## config.mk

```make
export PLATFORM = sky130hd
export DESIGN_NAME = hazard_forward_ctrl_flat
export DESIGN_NICKNAME = d
export VERILOG_FILES = /design/src/rtl/hazard_forward_ctrl_pkg.sv /design/src/rtl/hazard_forward_ctrl_if.sv /design/src/rtl/hazard_forward_ctrl_fwd_src_sel.sv /design/src/rtl/hazard_forward_ctrl.sv /design/src/flat_wrapper.sv
export SDC_FILE = /design/constraint.sdc
export NUM_CORES = 1
export LEC_CHECK = 0
export ABC_AREA = 1
export BUFFER_PORTS_ARGS = -buffer_cell sky130_fd_sc_hd__clkbuf_2
export CAP_MARGIN = 15
export CORE_MARGIN = 2
export CORE_UTILIZATION = 40
export CTS_BUF_LIST = sky130_fd_sc_hd__clkbuf_16
export DETAILED_ROUTE_END_ITERATION = 8
export PLACE_DENSITY = 0.66
export SYNTH_ARGS = -nofsm -noshare
export SYNTH_HDL_FRONTEND = slang
export SYNTH_HIERARCHICAL = 1
export SYNTH_SLANG_ARGS = --single-unit
```

## constraint.sdc

```tcl
create_clock -name CLK -period 1.7 [get_ports CLK]
set_input_delay 0.34 -clock CLK [delete_from_list [all_inputs] [get_ports CLK]]
set_output_delay 0.34 -clock CLK [all_outputs]
set_load 0.02 [all_outputs]
```

## src/rtl/hazard_forward_ctrl_pkg.sv

```systemverilog
// rtl/hazard_forward_ctrl_pkg.sv - shared types for the forwarding/hazard controller
package hazard_pkg;

  typedef enum logic [1:0] {
    FWD_RF  = 2'b00,
    FWD_WB  = 2'b01,
    FWD_MEM = 2'b10
  } fwd_sel_t;

  typedef enum logic {
    IDLE     = 1'b0,
    LU_STALL = 1'b1
  } state_t;

endpackage

```

## src/rtl/hazard_forward_ctrl_if.sv

```systemverilog
// rtl/hazard_forward_ctrl_if.sv - pipeline-side bundle between the stage registers and the hazard controller
interface hazard_forward_ctrl_if #(
  parameter int REG_AW = 5,
  parameter int NSRC   = 2,
  parameter int CNT_W  = 32
);
  logic [NSRC*REG_AW-1:0] RS_EX;
  logic [NSRC*REG_AW-1:0] RS_ID;
  logic [NSRC-1:0]        USE_ID;
  logic [REG_AW-1:0]      RD_EX;
  logic                   memRead_EX;
  logic [REG_AW-1:0]      RD_MEM;
  logic [REG_AW-1:0]      RD_WB;
  logic                   regWrite_MEM;
  logic                   regWrite_WB;
  logic                   flush;
  logic                   long_issue;
  logic [REG_AW-1:0]      RD_ID;
  logic                   long_done;
  logic [REG_AW-1:0]      RD_LONG;
  logic [NSRC*2-1:0]      fwd_sel;
  logic                   stall;
  logic                   bubble;
  logic [CNT_W-1:0]       stall_cnt;

  modport master (
    output RS_EX, RS_ID, USE_ID, RD_EX, memRead_EX, RD_MEM, RD_WB,
           regWrite_MEM, regWrite_WB, flush, long_issue, RD_ID, long_done, RD_LONG,
    input  fwd_sel, stall, bubble, stall_cnt
  );

  modport slave (
    input  RS_EX, RS_ID, USE_ID, RD_EX, memRead_EX, RD_MEM, RD_WB,
           regWrite_MEM, regWrite_WB, flush, long_issue, RD_ID, long_done, RD_LONG,
    output fwd_sel, stall, bubble, stall_cnt
  );
endinterface

```

## src/rtl/hazard_forward_ctrl_fwd_src_sel.sv

```systemverilog
// rtl/hazard_forward_ctrl_fwd_src_sel.sv - bypass select for one EX source operand
module fwd_src_sel
  import hazard_pkg::*;
#(
  parameter int REG_AW = 5
) (
  input  logic [REG_AW-1:0] rs,
  input  logic [REG_AW-1:0] rd_mem,
  input  logic [REG_AW-1:0] rd_wb,
  input  logic              reg_write_mem,
  input  logic              reg_write_wb,
  output fwd_sel_t          sel
);

  // MEM holds the younger result, so it wins over WB; x0 is hard-wired zero.
  always_comb begin
    sel = FWD_RF;
    if (reg_write_mem && (rd_mem != '0) && (rd_mem == rs))
      sel = FWD_MEM;
    else if (reg_write_wb && (rd_wb != '0) && (rd_wb == rs))
      sel = FWD_WB;
  end

endmodule

```

## src/rtl/hazard_forward_ctrl.sv

```systemverilog
// rtl/hazard_forward_ctrl.sv - EX bypass select, load-use stall FSM, stall counter; HAZARD_LONG_SB_EN adds the mul/div scoreboard
module hazard_forward_ctrl
  import hazard_pkg::*;
#(
  parameter int REG_AW     = 5,
  parameter int NSRC       = 2,
  parameter int LOAD_STALL = 1,
  parameter int CNT_W      = 32
) (
  input  logic                 CLK,
  input  logic                 RSTn,
  hazard_forward_ctrl_if.slave bus
);

  state_t            state, state_nxt;
  logic [2:0]        cnt, cnt_nxt;
  logic              lu;
  logic              sb_hz;
  logic              stall_int;
  logic [CNT_W-1:0]  stall_cnt_q;
  logic [NSRC*2-1:0] fwd_raw;

  for (genvar i = 0; i < NSRC; i++) begin : g_src
    fwd_sel_t sel_i;
    fwd_src_sel #(.REG_AW(REG_AW)) u_sel (
      .rs            (bus.RS_EX[i*REG_AW +: REG_AW]),
      .rd_mem        (bus.RD_MEM),
      .rd_wb         (bus.RD_WB),
      .reg_write_mem (bus.regWrite_MEM),
      .reg_write_wb  (bus.regWrite_WB),
      .sel           (sel_i)
    );
    assign fwd_raw[i*2 +: 2] = sel_i;
  end

  always_comb begin
    lu = 1'b0;
    for (int i = 0; i < NSRC; i++)
      if (bus.USE_ID[i] && (bus.RS_ID[i*REG_AW +: REG_AW] == bus.RD_EX))
        lu = 1'b1;
    lu = lu & bus.memRead_EX & (bus.RD_EX != '0);
  end

`ifdef HAZARD_LONG_SB_EN
  localparam int NREG = 2**REG_AW;
  logic [NREG-1:0] busy;
  logic            sb_set;

  // A register being written back this cycle no longer blocks its reader.
  always_comb begin
    sb_hz = 1'b0;
    for (int i = 0; i < NSRC; i++)
      if (bus.USE_ID[i] && busy[bus.RS_ID[i*REG_AW +: REG_AW]] &&
          !(bus.long_done && (bus.RD_LONG == bus.RS_ID[i*REG_AW +: REG_AW])))
        sb_hz = 1'b1;
    if (busy[bus.RD_ID] && (bus.RD_ID != '0) &&
        !(bus.long_done && (bus.RD_LONG == bus.RD_ID)))
      sb_hz = 1'b1;
  end

  assign sb_set = bus.long_issue & ~stall_int & ~bus.flush & (bus.RD_ID != '0);

  always_ff @(posedge CLK) begin
    if (!RSTn) begin
      busy <= '0;
    end else begin
      if (bus.long_done) busy[bus.RD_LONG] <= 1'b0;
      if (sb_set)        busy[bus.RD_ID]   <= 1'b1;
    end
  end
`else
  logic unused_sb;
  assign unused_sb = ^{bus.long_issue, bus.RD_ID, bus.long_done, bus.RD_LONG};
  assign sb_hz     = 1'b0;
`endif

  always_ff @(posedge CLK) begin
    if (!RSTn) begin
      state <= IDLE;
      cnt   <= 3'd0;
    end else begin
      state <= state_nxt;
      cnt   <= cnt_nxt;
    end
  end

  always_comb begin
    state_nxt = state;
    cnt_nxt   = cnt;
    if (bus.flush) begin
      state_nxt = IDLE;
      cnt_nxt   = 3'd0;
    end else begin
      case (state)
        IDLE: begin
          if (lu && (LOAD_STALL > 1)) begin
            state_nxt = LU_STALL;
            cnt_nxt   = 3'(LOAD_STALL - 1);
          end
        end
        LU_STALL: begin
          cnt_nxt = cnt - 3'd1;
          if (cnt == 3'd1) state_nxt = IDLE;
        end
        default: state_nxt = IDLE;
      endcase
    end
  end

  always_comb begin
    stall_int = 1'b0;
    if (RSTn && !bus.flush)
      stall_int = (state == LU_STALL) | lu | sb_hz;
  end

  always_ff @(posedge CLK) begin
    if (!RSTn)
      stall_cnt_q <= '0;
    else if (stall_int && !(&stall_cnt_q))
      stall_cnt_q <= stall_cnt_q + 1'b1;
  end

  assign bus.stall     = stall_int;
  assign bus.bubble    = stall_int;
  assign bus.stall_cnt = RSTn ? stall_cnt_q : '0;
  assign bus.fwd_sel   = RSTn ? fwd_raw : '0;

endmodule

```

## src/flat_wrapper.sv

```systemverilog
// flat-port wrapper written by rule: the top's interface ports become plain ports
module hazard_forward_ctrl_flat import hazard_pkg::*;
#(
  parameter int REG_AW     = 5,
  parameter int NSRC       = 2,
  parameter int LOAD_STALL = 1,
  parameter int CNT_W      = 32
)
  (CLK, RSTn, bus_RS_EX, bus_RS_ID, bus_USE_ID, bus_RD_EX, bus_memRead_EX, bus_RD_MEM, bus_RD_WB, bus_regWrite_MEM, bus_regWrite_WB, bus_flush, bus_long_issue, bus_RD_ID, bus_long_done, bus_RD_LONG, bus_fwd_sel, bus_stall, bus_bubble, bus_stall_cnt);
  hazard_forward_ctrl_if #(.REG_AW(REG_AW), .NSRC(NSRC), .CNT_W(CNT_W)) bus_i ();
  input  logic CLK;
  input  logic RSTn;
  input wire logic [$bits(bus_i.RS_EX)-1:0] bus_RS_EX;
  input wire logic [$bits(bus_i.RS_ID)-1:0] bus_RS_ID;
  input wire logic [$bits(bus_i.USE_ID)-1:0] bus_USE_ID;
  input wire logic [$bits(bus_i.RD_EX)-1:0] bus_RD_EX;
  input wire logic [$bits(bus_i.memRead_EX)-1:0] bus_memRead_EX;
  input wire logic [$bits(bus_i.RD_MEM)-1:0] bus_RD_MEM;
  input wire logic [$bits(bus_i.RD_WB)-1:0] bus_RD_WB;
  input wire logic [$bits(bus_i.regWrite_MEM)-1:0] bus_regWrite_MEM;
  input wire logic [$bits(bus_i.regWrite_WB)-1:0] bus_regWrite_WB;
  input wire logic [$bits(bus_i.flush)-1:0] bus_flush;
  input wire logic [$bits(bus_i.long_issue)-1:0] bus_long_issue;
  input wire logic [$bits(bus_i.RD_ID)-1:0] bus_RD_ID;
  input wire logic [$bits(bus_i.long_done)-1:0] bus_long_done;
  input wire logic [$bits(bus_i.RD_LONG)-1:0] bus_RD_LONG;
  output wire logic [$bits(bus_i.fwd_sel)-1:0] bus_fwd_sel;
  output wire logic [$bits(bus_i.stall)-1:0] bus_stall;
  output wire logic [$bits(bus_i.bubble)-1:0] bus_bubble;
  output wire logic [$bits(bus_i.stall_cnt)-1:0] bus_stall_cnt;
  assign bus_i.RS_EX = bus_RS_EX;
  assign bus_i.RS_ID = bus_RS_ID;
  assign bus_i.USE_ID = bus_USE_ID;
  assign bus_i.RD_EX = bus_RD_EX;
  assign bus_i.memRead_EX = bus_memRead_EX;
  assign bus_i.RD_MEM = bus_RD_MEM;
  assign bus_i.RD_WB = bus_RD_WB;
  assign bus_i.regWrite_MEM = bus_regWrite_MEM;
  assign bus_i.regWrite_WB = bus_regWrite_WB;
  assign bus_i.flush = bus_flush;
  assign bus_i.long_issue = bus_long_issue;
  assign bus_i.RD_ID = bus_RD_ID;
  assign bus_i.long_done = bus_long_done;
  assign bus_i.RD_LONG = bus_RD_LONG;
  assign bus_fwd_sel = bus_i.fwd_sel;
  assign bus_stall = bus_i.stall;
  assign bus_bubble = bus_i.bubble;
  assign bus_stall_cnt = bus_i.stall_cnt;
  hazard_forward_ctrl #(.REG_AW(REG_AW), .NSRC(NSRC), .LOAD_STALL(LOAD_STALL), .CNT_W(CNT_W)) u_core (.CLK(CLK), .RSTn(RSTn), .bus(bus_i));
endmodule
```

Yosys cells after proc, flatten, opt, wreduce, memory -nomap -nowiden
Cells that the tools add are included.
- add/subtract/negate cells: 2
- bitwise gates (word level): 5
- divide/modulo/power cells: 0
- order comparisons: 0
- $mul: 0
- shift-type cells: 0
- mux-type cells: 10
- equality and inequality tests: 7
- reductions and logical operators: 18
- operator list (kind ; number):
    32-bit by 1-bit adder with 32-bit output (second input constant) ; 1
    32-bit two-way mux ; 1
    32-bit AND reduction ; 1
    5-bit equality test ; 6
    5-bit nonzero test ; 3
    1-bit logical AND ; 10
    1-bit two-way mux ; 6
    2-bit two-way mux ; 2
    4-bit two-way mux ; 1
    3-bit by 1-bit equality test with 1-bit output (second input constant) ; 1
    3-bit OR reduction ; 1
    3-bit by 1-bit subtractor with 3-bit output (second input constant) ; 1
    1-bit AND ; 2
    1-bit zero test ; 2
    1-bit inverter ; 2
    2-bit OR reduction ; 1
    1-bit bitwise OR ; 1
- ROM bits: 0
- bits of input ports: 55
- word-level logic and storage cells: 45
- output and inout port bits: 38
- register bits after elaboration: 36
- latch bits: 0
- bits in writable memories: 0
- memories kept: 0

Logic depth before layout (Yosys ltp)
Gate-level depths: netlist (run 1).
- depth in word-level cells: 9
- depth in mapped cells: 13
- mapped depth without buffers: 12

By module
The synthesis (run 1) kept the hierarchy.
- modules (own cells, without submodules) (module ; cells an instance ; area each (sq um) ; instances ; sequential area each (sq um)):
    hazard_forward_ctrl ; 495 ; 2832.7 ; 1 ; 720.7
    fwd_src_sel ; 50 ; 221.5 ; 2 ; 0.0

Least setup slack after synthesis (run 1)
No wires, ideal clock.
- path type: register to register
- start: reg u_core.stall_cnt_q[0]
- end: reg u_core.stall_cnt_q[16]
- path slack: -0.017 ns
- stages on the path, launching flop included: 12
- buffers on the path: 2
- arrival time: 1.646 ns
- period minus slack after synthesis: 1.717 ns
- setup time: 0.071 ns
- required time: 1.629 ns
- cell sequence: dfxtp_1 > ha_1 > inv_2 > nor2_4 > nand3_1 > nor2_2 > nand3_2 > nand2_2 > buf_6 > buf_12 > nand2_2 > a21oi_2
- cells in the longest elaborated chain, start to end: 3
- elaborated cells between the ends (all ways): 4
- those cells by class: 1 x add/sub; 3 x reduce/logical
- ends and longest elaborated chain (what ; RTL line ; source):
    from (decl) ; hazard_forward_ctrl.sv:20 ; logic [CNT_W-1:0] stall_cnt_q;
    from (signal assigned) ; hazard_forward_ctrl.sv:120 ; stall_cnt_q <= stall_cnt_q + 1'b1;
    parallel branches: the longest is 3 deep, another holds 32-bit by 1-bit adder with 32-bit output ; -- ;
Parallel ways; which one is timed is not known.
A chain may end at the register's enable or synchronous reset.

Worst setup path after layout (run 1)
- start: reg u_core.stall_cnt_q[0]
- end: reg u_core.stall_cnt_q[15]
Same word-level chain as after synthesis.

==> parameters.txt, run 1 <==
Parameter                              Value

Outcome
  Outcome    complete, no violations

Cells and area
  Number of fill cells in the layout    840
  Ratio of cells with drive above 1 in the final layout    0.3047
  Most common cell after layout, fill and taps aside    sky130_fd_sc_hd__nand2_1
  Nets    779
  Area growth, synth to finish    35.41%
  Area of combinational cells with multiple inputs    0.002226 sq mm
  Storage cell area    725.7 sq um
  Final standard cell utilization of the core    0.5481
  Inserted Diodes    0
  Most frequent cells in the layout    sky130_fd_sc_hd__nand2_1, sky130_fd_sc_hd__inv_1, sky130_fd_sc_hd__clkbuf_2, sky130_fd_sc_hd__nor2_1, sky130_fd_sc_hd__buf_4

Power
  Internal Pwr Total    1.620 mW
  Lkg Pwr    2.329 nW
  Largest voltage drop on the vdd net    0.4140 mV
  Switching Fraction    0.2353
  Combinational group share of total power    0.115
  NetSw    0.4986 mW
  Sequential share of power    0.398
  P per Cell Area    477.7 mW/mm^2
  Clock share of power    0.487

Timing
  Worst-Margin Slew    0.4062 ns
  Worst clock skew    0.002500 ns
  Fmax    611.6 MHz
  Final period util    0.9619
  Post-route setup TNS    0 ns
  Final Hold Viols    0
  Final-report max-slew violation count    0
  Min Tclk post-route    1.635 ns
  Rel. slew slack    0.7292
  Setup Viol. Count Final    0

Die
  Rows    33
  Die Area    0.008929 sq mm
  Placeable core region    0.008093 sq mm
  Die width    94.50 um
  Initial standard-cell utilization of the core    0.4048
  Die Height    94.50 um
  Number of ports placed on the die boundary    93

Synth
  Area share of the leading cell type in the synthesized netlist    0.2498
  Sequential area share after synthesis    0.2200
  Number of synthesis warnings    6
  Number of different library cells in the post-synthesis netlist    26
  Largest area contributor in the netlist    sky130_fd_sc_hd__nand2_1
  Number of storage elements in the synthesis netlist    36
  Cell types with the largest area share after synthesis    sky130_fd_sc_hd__nand2_1, sky130_fd_sc_hd__dfxtp_1, sky130_fd_sc_hd__inv_1, sky130_fd_sc_hd__nor2_1, sky130_fd_sc_hd__nand3_1
  Net count of the mapped netlist    653
  Syn_area_per_cell    5.505 sq um
  Post-synthesis cell area    0.003276 sq mm
  Cells after Synth    595

Routing
  Remaining number of nets flagged by the antenna check after routing    0
  DR vias    3954
  Detailed Route WL    9.633 mm
  Mean routed wirelength per cell    11.65 um
  Number of remaining DRC errors    0
  Iteration-0 DRC Markers    149
  Detailed Routing Iterations Pass 1    5
  Detail-routed via count per cell    4.781

Global route
  Pin count of the biggest net entering global routing    39
  Final global-route overflow total    0
  Number of antenna violations at the first check in global routing    0
  Number of global-route vias before repair    3520
  GR Util All Layers    0.2154
  Wire length of the first global-routing pass    15.49 mm

Clock network
  Maximum level of the CTS H-tree    2
  Number of buffers added by the clock tree synthesis step    5
  Buffer cell driving the clock tree root    sky130_fd_sc_hd__clkbuf_16
  Number of hold-repair buffers added at the cts stage    0
  Clk sink count    36
  Deepest clock path buffer count    2
  Clock-pin slew reported for the worst setup and hold paths after clock tree synthesis    0.06 ns
  TritonCTS clock tree    yes
  Latest clock arrival within the worst-skew pair    0.28 ns

Worst setup path
  Reg-to-reg slack, setup    0.06 ns
  Terminus of the critical flop-to-flop path    u_core/stall_cnt_q[15]
  Kind of cell adding the most delay to the critical path    simple AND/OR/NAND/NOR gates
  Worst setup path startpoint    u_core/stall_cnt_q[0]
  Critical path cell sequence    buf_4 -> nand3_2 -> nor2_4 -> nand2_1 -> nor2_2 -> buf_4 -> xor2_1 -> nand3_1 -> a21oi_2
  Logic depth of the worst setup path including buffers    9
  Startpoint of the lowest-slack register-to-register path    u_core/stall_cnt_q[0]
  Worst path max stage delay    0.35 ns
  Worst path required time    1.91 ns
  CP dominant cell by count    sky130_fd_sc_hd__buf_4
  End of the critical path    u_core/stall_cnt_q[15]
  Data arrival time of the critical path    1.85 ns
  Crit path capture type    register
  Critical Path Start Type    register
  Worst setup path category    register to register
  Critical-path cell with the highest stage delay    sky130_fd_sc_hd__dfxtp_2
  Length in cells of the worst reg-to-reg path    9
  Buffers and inverters on the worst path    2
  Maximum net fanout on the critical path    6

Place
  Detail Placement HPWL    7.452 mm
  Placer's final routability congestion estimate    0.9051
  Number of buffers added on ports    80

Min path
  Classification of the worst-slack hold path    input port to register

Flow run
  Max-capacitance violation count    0
-- worst min-delay path by stage --
| stage | depth (start not counted) | endpoint | start | slack [ns] |
|---|---|---|---|---|
| floorplan | 1 | u_core/cnt[0] | bus_flush | 0.42 |
| detailed placement | 2 | u_core/state | u_core/cnt[2] | 0.47 |
| global placement | 2 | u_core/state | u_core/cnt[2] | 0.45 |
| finish | 2 | u_core/cnt[0] | bus_flush | 0.24 |
| CTS | 2 | u_core/cnt[0] | bus_flush | 0.24 |
| global route | 2 | u_core/cnt[0] | bus_flush | 0.24 |
-- metrics by stage --
step	instance area (sq um)	worst slack [ns]	cells	power [mW]	hold slack, ns
detailed placement	4081	-0.04866	812	1.098	0.4697
global route	4436	-0.01630	827	2.197	0.2406
global placement	4081	0.02365	812	1.091	0.4535
CTS	4254	-0.007847	820	2.130	0.2392
finish	4436	0.06485	827	2.119	0.2390
floorplan	3278	0.01186	595	0.9968	0.4166
-- layout make-up --
class                      count  area share
sequential                    36      0.1636
clock inverter                 3    0.008745
timing repair buffer         136      0.1901
clock buffer                   5     0.02821
multi-input combinational    450      0.5018
inverter                      92     0.07786
tap                          105     0.02962
-- synthesized netlist by cell type --
master,n
sky130_fd_sc_hd__nand3_1,46
sky130_fd_sc_hd__nor2_2,8
sky130_fd_sc_hd__a21oi_2,10
sky130_fd_sc_hd__nor2_4,2
sky130_fd_sc_hd__buf_6,1
sky130_fd_sc_hd__xnor2_1,5
sky130_fd_sc_hd__xor2_1,13
sky130_fd_sc_hd__inv_2,9
sky130_fd_sc_hd__a21oi_1,27
sky130_fd_sc_hd__buf_4,1
sky130_fd_sc_hd__o21ai_0,8
sky130_fd_sc_hd__ha_1,3
sky130_fd_sc_hd__nand3b_1,12
sky130_fd_sc_hd__nor2_1,70
sky130_fd_sc_hd__buf_1,1
sky130_fd_sc_hd__buf_12,1
sky130_fd_sc_hd__clkbuf_1,9
sky130_fd_sc_hd__nand3_2,2
sky130_fd_sc_hd__inv_1,83
sky130_fd_sc_hd__dfxtp_1,36
sky130_fd_sc_hd__nor3_1,3
sky130_fd_sc_hd__nand2_1,218
sky130_fd_sc_hd__a21boi_0,2
sky130_fd_sc_hd__buf_2,4
sky130_fd_sc_hd__nand4_1,2
sky130_fd_sc_hd__nand2_2,19
-- metal layers --
metal  vias to the layer above  global-route usage  part of all wire
met5                         -                   0                 0
met4                         0             0.06522             0.017
met3                        16             0.02713             0.055
met2                       122              0.3631              0.46
met1                      1752              0.2872              0.47
li1                       2064                   -                 -
-- power by group through the flow --
stage | logic [mW] | clock network (mW) | registers [mW]
after floorplan | 0.134 | 0 | 0.863
after global placement | 0.229 | 0 | 0.863
after detailed placement | 0.236 | 0 | 0.863
after CTS | 0.237 | 1.05 | 0.844
after global routing | 0.275 | 1.08 | 0.844
final | 0.243 | 1.03 | 0.844
-- worst register-to-register path: cells and delay by family (launching register included) --
family,cells,cell delay [ns]
buffers and inverters,2,0.28
XOR/XNOR,1,0.15
AO/OA/AOI/OAI,1,0.13
flip-flops,1,0.35
AND/OR/NAND/NOR,5,0.65
-- what timing repair did --
action	in CTS	in global routing
setup buffers	0	7
setup endpoints to repair	8	37
cloned	0	0
pin swaps	0	9
resized for setup	2	45
-- flip-flops by register name (all words and copies together), names as in the netlist --
signal and cells:
u_core/state 1, u_core/cnt 3, u_core/stall_cnt_q 32
-- cells by family after synthesis --
kind of cell    after synthesis  synth area share
buf+inv                     109            0.1348
simple gates                382            0.5008
compound gates               47           0.08480
fa+ha+maj                     3           0.01146
flops                        36            0.2200
xor+xnor                     18           0.04813
Note: power is estimated with default switching activity, not from simulation.
==> run 2: changes to the inputs <==
Settings changed: CORE_MARGIN 2 to 8, CORE_UTILIZATION 40 to 47, PLACE_DENSITY 0.66 to 0.77, SYNTH_HIERARCHICAL 1 to unset.
==> run 2 against run 1 <==
  * Sequential cell count stayed put
  * Critical path depth is 3 lower
  * Die area is 4.7% higher
  * Combinational power is 9.5% higher
  * The run now ends with setup timing left
  * Synthesized cell count is 8.2% lower
  * Largest cell class unchanged
  * Synthesized area is 6.5% lower
  * Sequential power hardly changed
  * Cell count is 10% lower
  * Maximum frequency is 4.5% lower
==> parameters.txt, run 2 <==
Parameter                              Value

Synth
  Largest area contributor in the netlist    sky130_fd_sc_hd__nand2_1
  Area share of the leading cell type in the synthesized netlist    0.2464
  Leading register cell type out of synthesis    sky130_fd_sc_hd__dfxtp_1
  EDFF count, synth    0
  Cell types with the largest area share after synthesis    sky130_fd_sc_hd__nand2_1, sky130_fd_sc_hd__dfxtp_1, sky130_fd_sc_hd__inv_1, sky130_fd_sc_hd__nor2_1, sky130_fd_sc_hd__nand3_1
  Most numerous cell in the Yosys netlist    sky130_fd_sc_hd__nand2_1
  Number of synthesis warnings    0
  Post-synthesis cell area    0.003062 sq mm
  Number of different library cells in the post-synthesis netlist    31
  Number of storage elements in the synthesis netlist    36
  Ranking of synthesized cells by instance count    sky130_fd_sc_hd__nand2_1, sky130_fd_sc_hd__inv_1, sky130_fd_sc_hd__nor2_1
  Proportion of synthesized flip-flops having asynchronous set or reset    0
  Net count of the mapped netlist    604
  Syn_area_per_cell    5.607 sq um
  Sequential area share after synthesis    0.2354
  Cells after Synth    546

Place
  Post-Place Setup Slack    -0.1374 ns
  Placer's final routability congestion estimate    0.9224
  Number of buffers added on ports    80
  Placed Instances    720
  Detail Placement HPWL    6.830 mm

Timing
  Final-report max-slew violation count    0
  Hold WS    0.3543 ns
  Worst-Margin Slew    0.3171 ns
  Final period util    1.007
  Setup Viol. Count Final    3
  Min Tclk post-route    1.712 ns
  Setup repair after global routing missed its margin    true
  Rel. slew slack    0.7858
  Setup WS post-layout    -0.01220 ns
  Final Hold Viols    0
  Fmax    584.0 MHz
  Worst clock skew    0.005817 ns

Die
  Initial standard-cell utilization of the core    0.4849
  Placeable core region    0.006314 sq mm
  Die Height    96.71 um
  Number of ports placed on the die boundary    93
  Die Area    0.009353 sq mm
  Die width    96.71 um
  Rows    29

Power
  Lkg Pwr    2.261 nW
  P per Cell Area    506.0 mW/mm^2
  Largest voltage drop on the vdd net    0.4814 mV

Clock network
  TritonCTS clock tree    yes
  Clk sink count    36
  Clock-pin slew reported for the worst setup and hold paths after clock tree synthesis    0.06 ns
  Deepest clock path buffer count    2
  Latest clock arrival within the worst-skew pair    0.29 ns
  Maximum level of the CTS H-tree    2
  Number of hold-repair buffers added at the cts stage    0
  Buffer cell driving the clock tree root    sky130_fd_sc_hd__clkbuf_16
  Number of buffers added by the clock tree synthesis step    5

Cells and area
  Largest register by flop count    u_core.stall_cnt_q
  Nets    722
  Final standard cell utilization of the core    0.6790
  Inserted Diodes    0
  Largest registers ranked by flip-flop count    u_core.stall_cnt_q (32), u_core.cnt (3), u_core.state (1)
  Ratio of cells with drive above 1 in the final layout    0.2722
  Area of combinational cells with multiple inputs    0.002120 sq mm
  Area growth, synth to finish    40.01%
  Final cell count without fillers    742
  Most common cell after layout, fill and taps aside    sky130_fd_sc_hd__nand2_1
  Number of fill cells in the layout    560
  Storage cell area    724.4 sq um
  Most frequent cells in the layout    sky130_fd_sc_hd__nand2_1, sky130_fd_sc_hd__inv_1, sky130_fd_sc_hd__clkbuf_2, sky130_fd_sc_hd__nor2_1, sky130_fd_sc_hd__buf_4
  Largest register FFs    32

Routing
  DR vias    3870
  Number of remaining DRC errors    0
  Detailed Route WL    10.02 mm
  Detailed Routing Iterations Pass 1    5
  Mean routed wirelength per cell    13.50 um
  Detail-routed via count per cell    5.216
  Remaining number of nets flagged by the antenna check after routing    0
  Iteration-0 DRC Markers    291

Worst setup path
  Crit path capture type    output port
  Data arrival time of the critical path    1.37 ns
  Worst setup path startpoint    bus_RD_MEM[3]
  Critical Path Start Type    input port
  Maximum net fanout on the critical path    4
  Worst path required time    1.36 ns
  Reg-to-reg slack, setup    0.01 ns
  Worst setup path category    input port to output port
  Startpoint of the lowest-slack register-to-register path    u_core.stall_cnt_q[1]
  Terminus of the critical flop-to-flop path    u_core.stall_cnt_q[16]
  Length in cells of the worst reg-to-reg path    10
  End of the critical path    bus_fwd_sel[2]

Min path
  Startpoint of the worst hold path    bus_flush
  Classification of the worst-slack hold path    input port to register

Outcome
  Outcome    finished, violations left
  Violations in the final reports    setup timing

Global route
  Number of antenna violations at the first check in global routing    0
  Global routing usage on met3    0.04694
  Most heavily used metal layer in global routing    met2
  Pin count of the biggest net entering global routing    42
  Wire length of the first global-routing pass    15.68 mm
  Number of global-route vias before repair    3625
  Met1 usage    0.2182
  Met2 routing resource usage after global routing    0.3448
  Final global-route overflow total    0
  GR Util All Layers    0.1923

Flow run
  Max-capacitance violation count    0
## run 2: cell types whose count changed in the layout (fill, tap and decap cells not counted), moves of 7 or more
cell,change
sky130_fd_sc_hd__a21oi_2,-7
sky130_fd_sc_hd__buf_4,-12
sky130_fd_sc_hd__inv_2,-8
sky130_fd_sc_hd__nand2_1,-19
sky130_fd_sc_hd__nand2_2,-14
sky130_fd_sc_hd__nand3_1,-7
sky130_fd_sc_hd__nor2_1,+8
sky130_fd_sc_hd__nor2_2,-11
## run 2: through the flow
stage,area (sq um),total power [mW],setup TNS (ns)
floorplan,3062,0.9742,0
global placement,3745,1.068,-0.2731
detailed placement,3745,1.076,-0.7829
CTS,4005,2.137,-0.01338
global route,4287,2.238,-0.5028
finish,4287,2.169,-0.03368
## run 2: worst min-delay path by stage
stage | end | cells past startpoint
final | u_core.cnt[1] | 4
after global routing | u_core.cnt[2] | 4
after CTS | u_core.cnt[1] | 4
after detailed placement | u_core.state | 2
after global placement | u_core.state | 2
after floorplan | u_core.state | 2
## run 2: kinds of logic (layout without fill, tap and decap cells)
| kind of cell | Yosys count | count (layout) | synth area share |
|---|---|---|---|
| fa+ha+maj | 3 | 3 | 0.01226 |
| simple gates | 342 | 343 | 0.4749 |
| compound gates | 40 | 40 | 0.07029 |
| xor+xnor | 27 | 27 | 0.07724 |
| flops | 36 | 36 | 0.2354 |
| buf+inv | 98 | 216 | 0.1300 |
## run 2: power breakdown
part / total [mW] / internal [mW] / switching (mW)
combinational: 0.266 / 0.116 / 0.150
sequential: 0.844 / 0.844 / 0.000141
clock: 1.06 / 0.689 / 0.370
total: 2.17 / 1.65 / 0.521
## run 2: per-layer routing
| metal | wire (um) | share of wire |
|---|---|---|
| met1 | 3931 | 0.39 |
| met2 | 5155 | 0.51 |
| met3 | 730 | 0.073 |
| met4 | 201 | 0.020 |
| met5 | 0 | 0 |
## run 2: layout make-up
| type | count | share of cell area |
|---|---|---|
| multi-input combinational | 413 | 0.4945 |
| timing repair buffer | 127 | 0.2040 |
| sequential | 36 | 0.1690 |
| inverter | 81 | 0.07093 |
| clock buffer | 5 | 0.02919 |
| tap | 77 | 0.02248 |
| clock inverter | 3 | 0.009924 |
## run 2: repair_timing
item | 4_1_cts | 5_1_grt
pin swaps | 2 | 19
setup endpoints to repair | 30 | 36
resized for setup | 10 | 63
buffers inserted | 1 | 11
cloned | 2 | 0
## run 2: worst max-delay path, stage by stage
cell	delay, ns
sky130_fd_sc_hd__buf_8	0.10
sky130_fd_sc_hd__or2_4	0.24
sky130_fd_sc_hd__o41ai_2	0.22
sky130_fd_sc_hd__inv_1	0.16
sky130_fd_sc_hd__a21oi_2	0.16
sky130_fd_sc_hd__buf_4	0.15
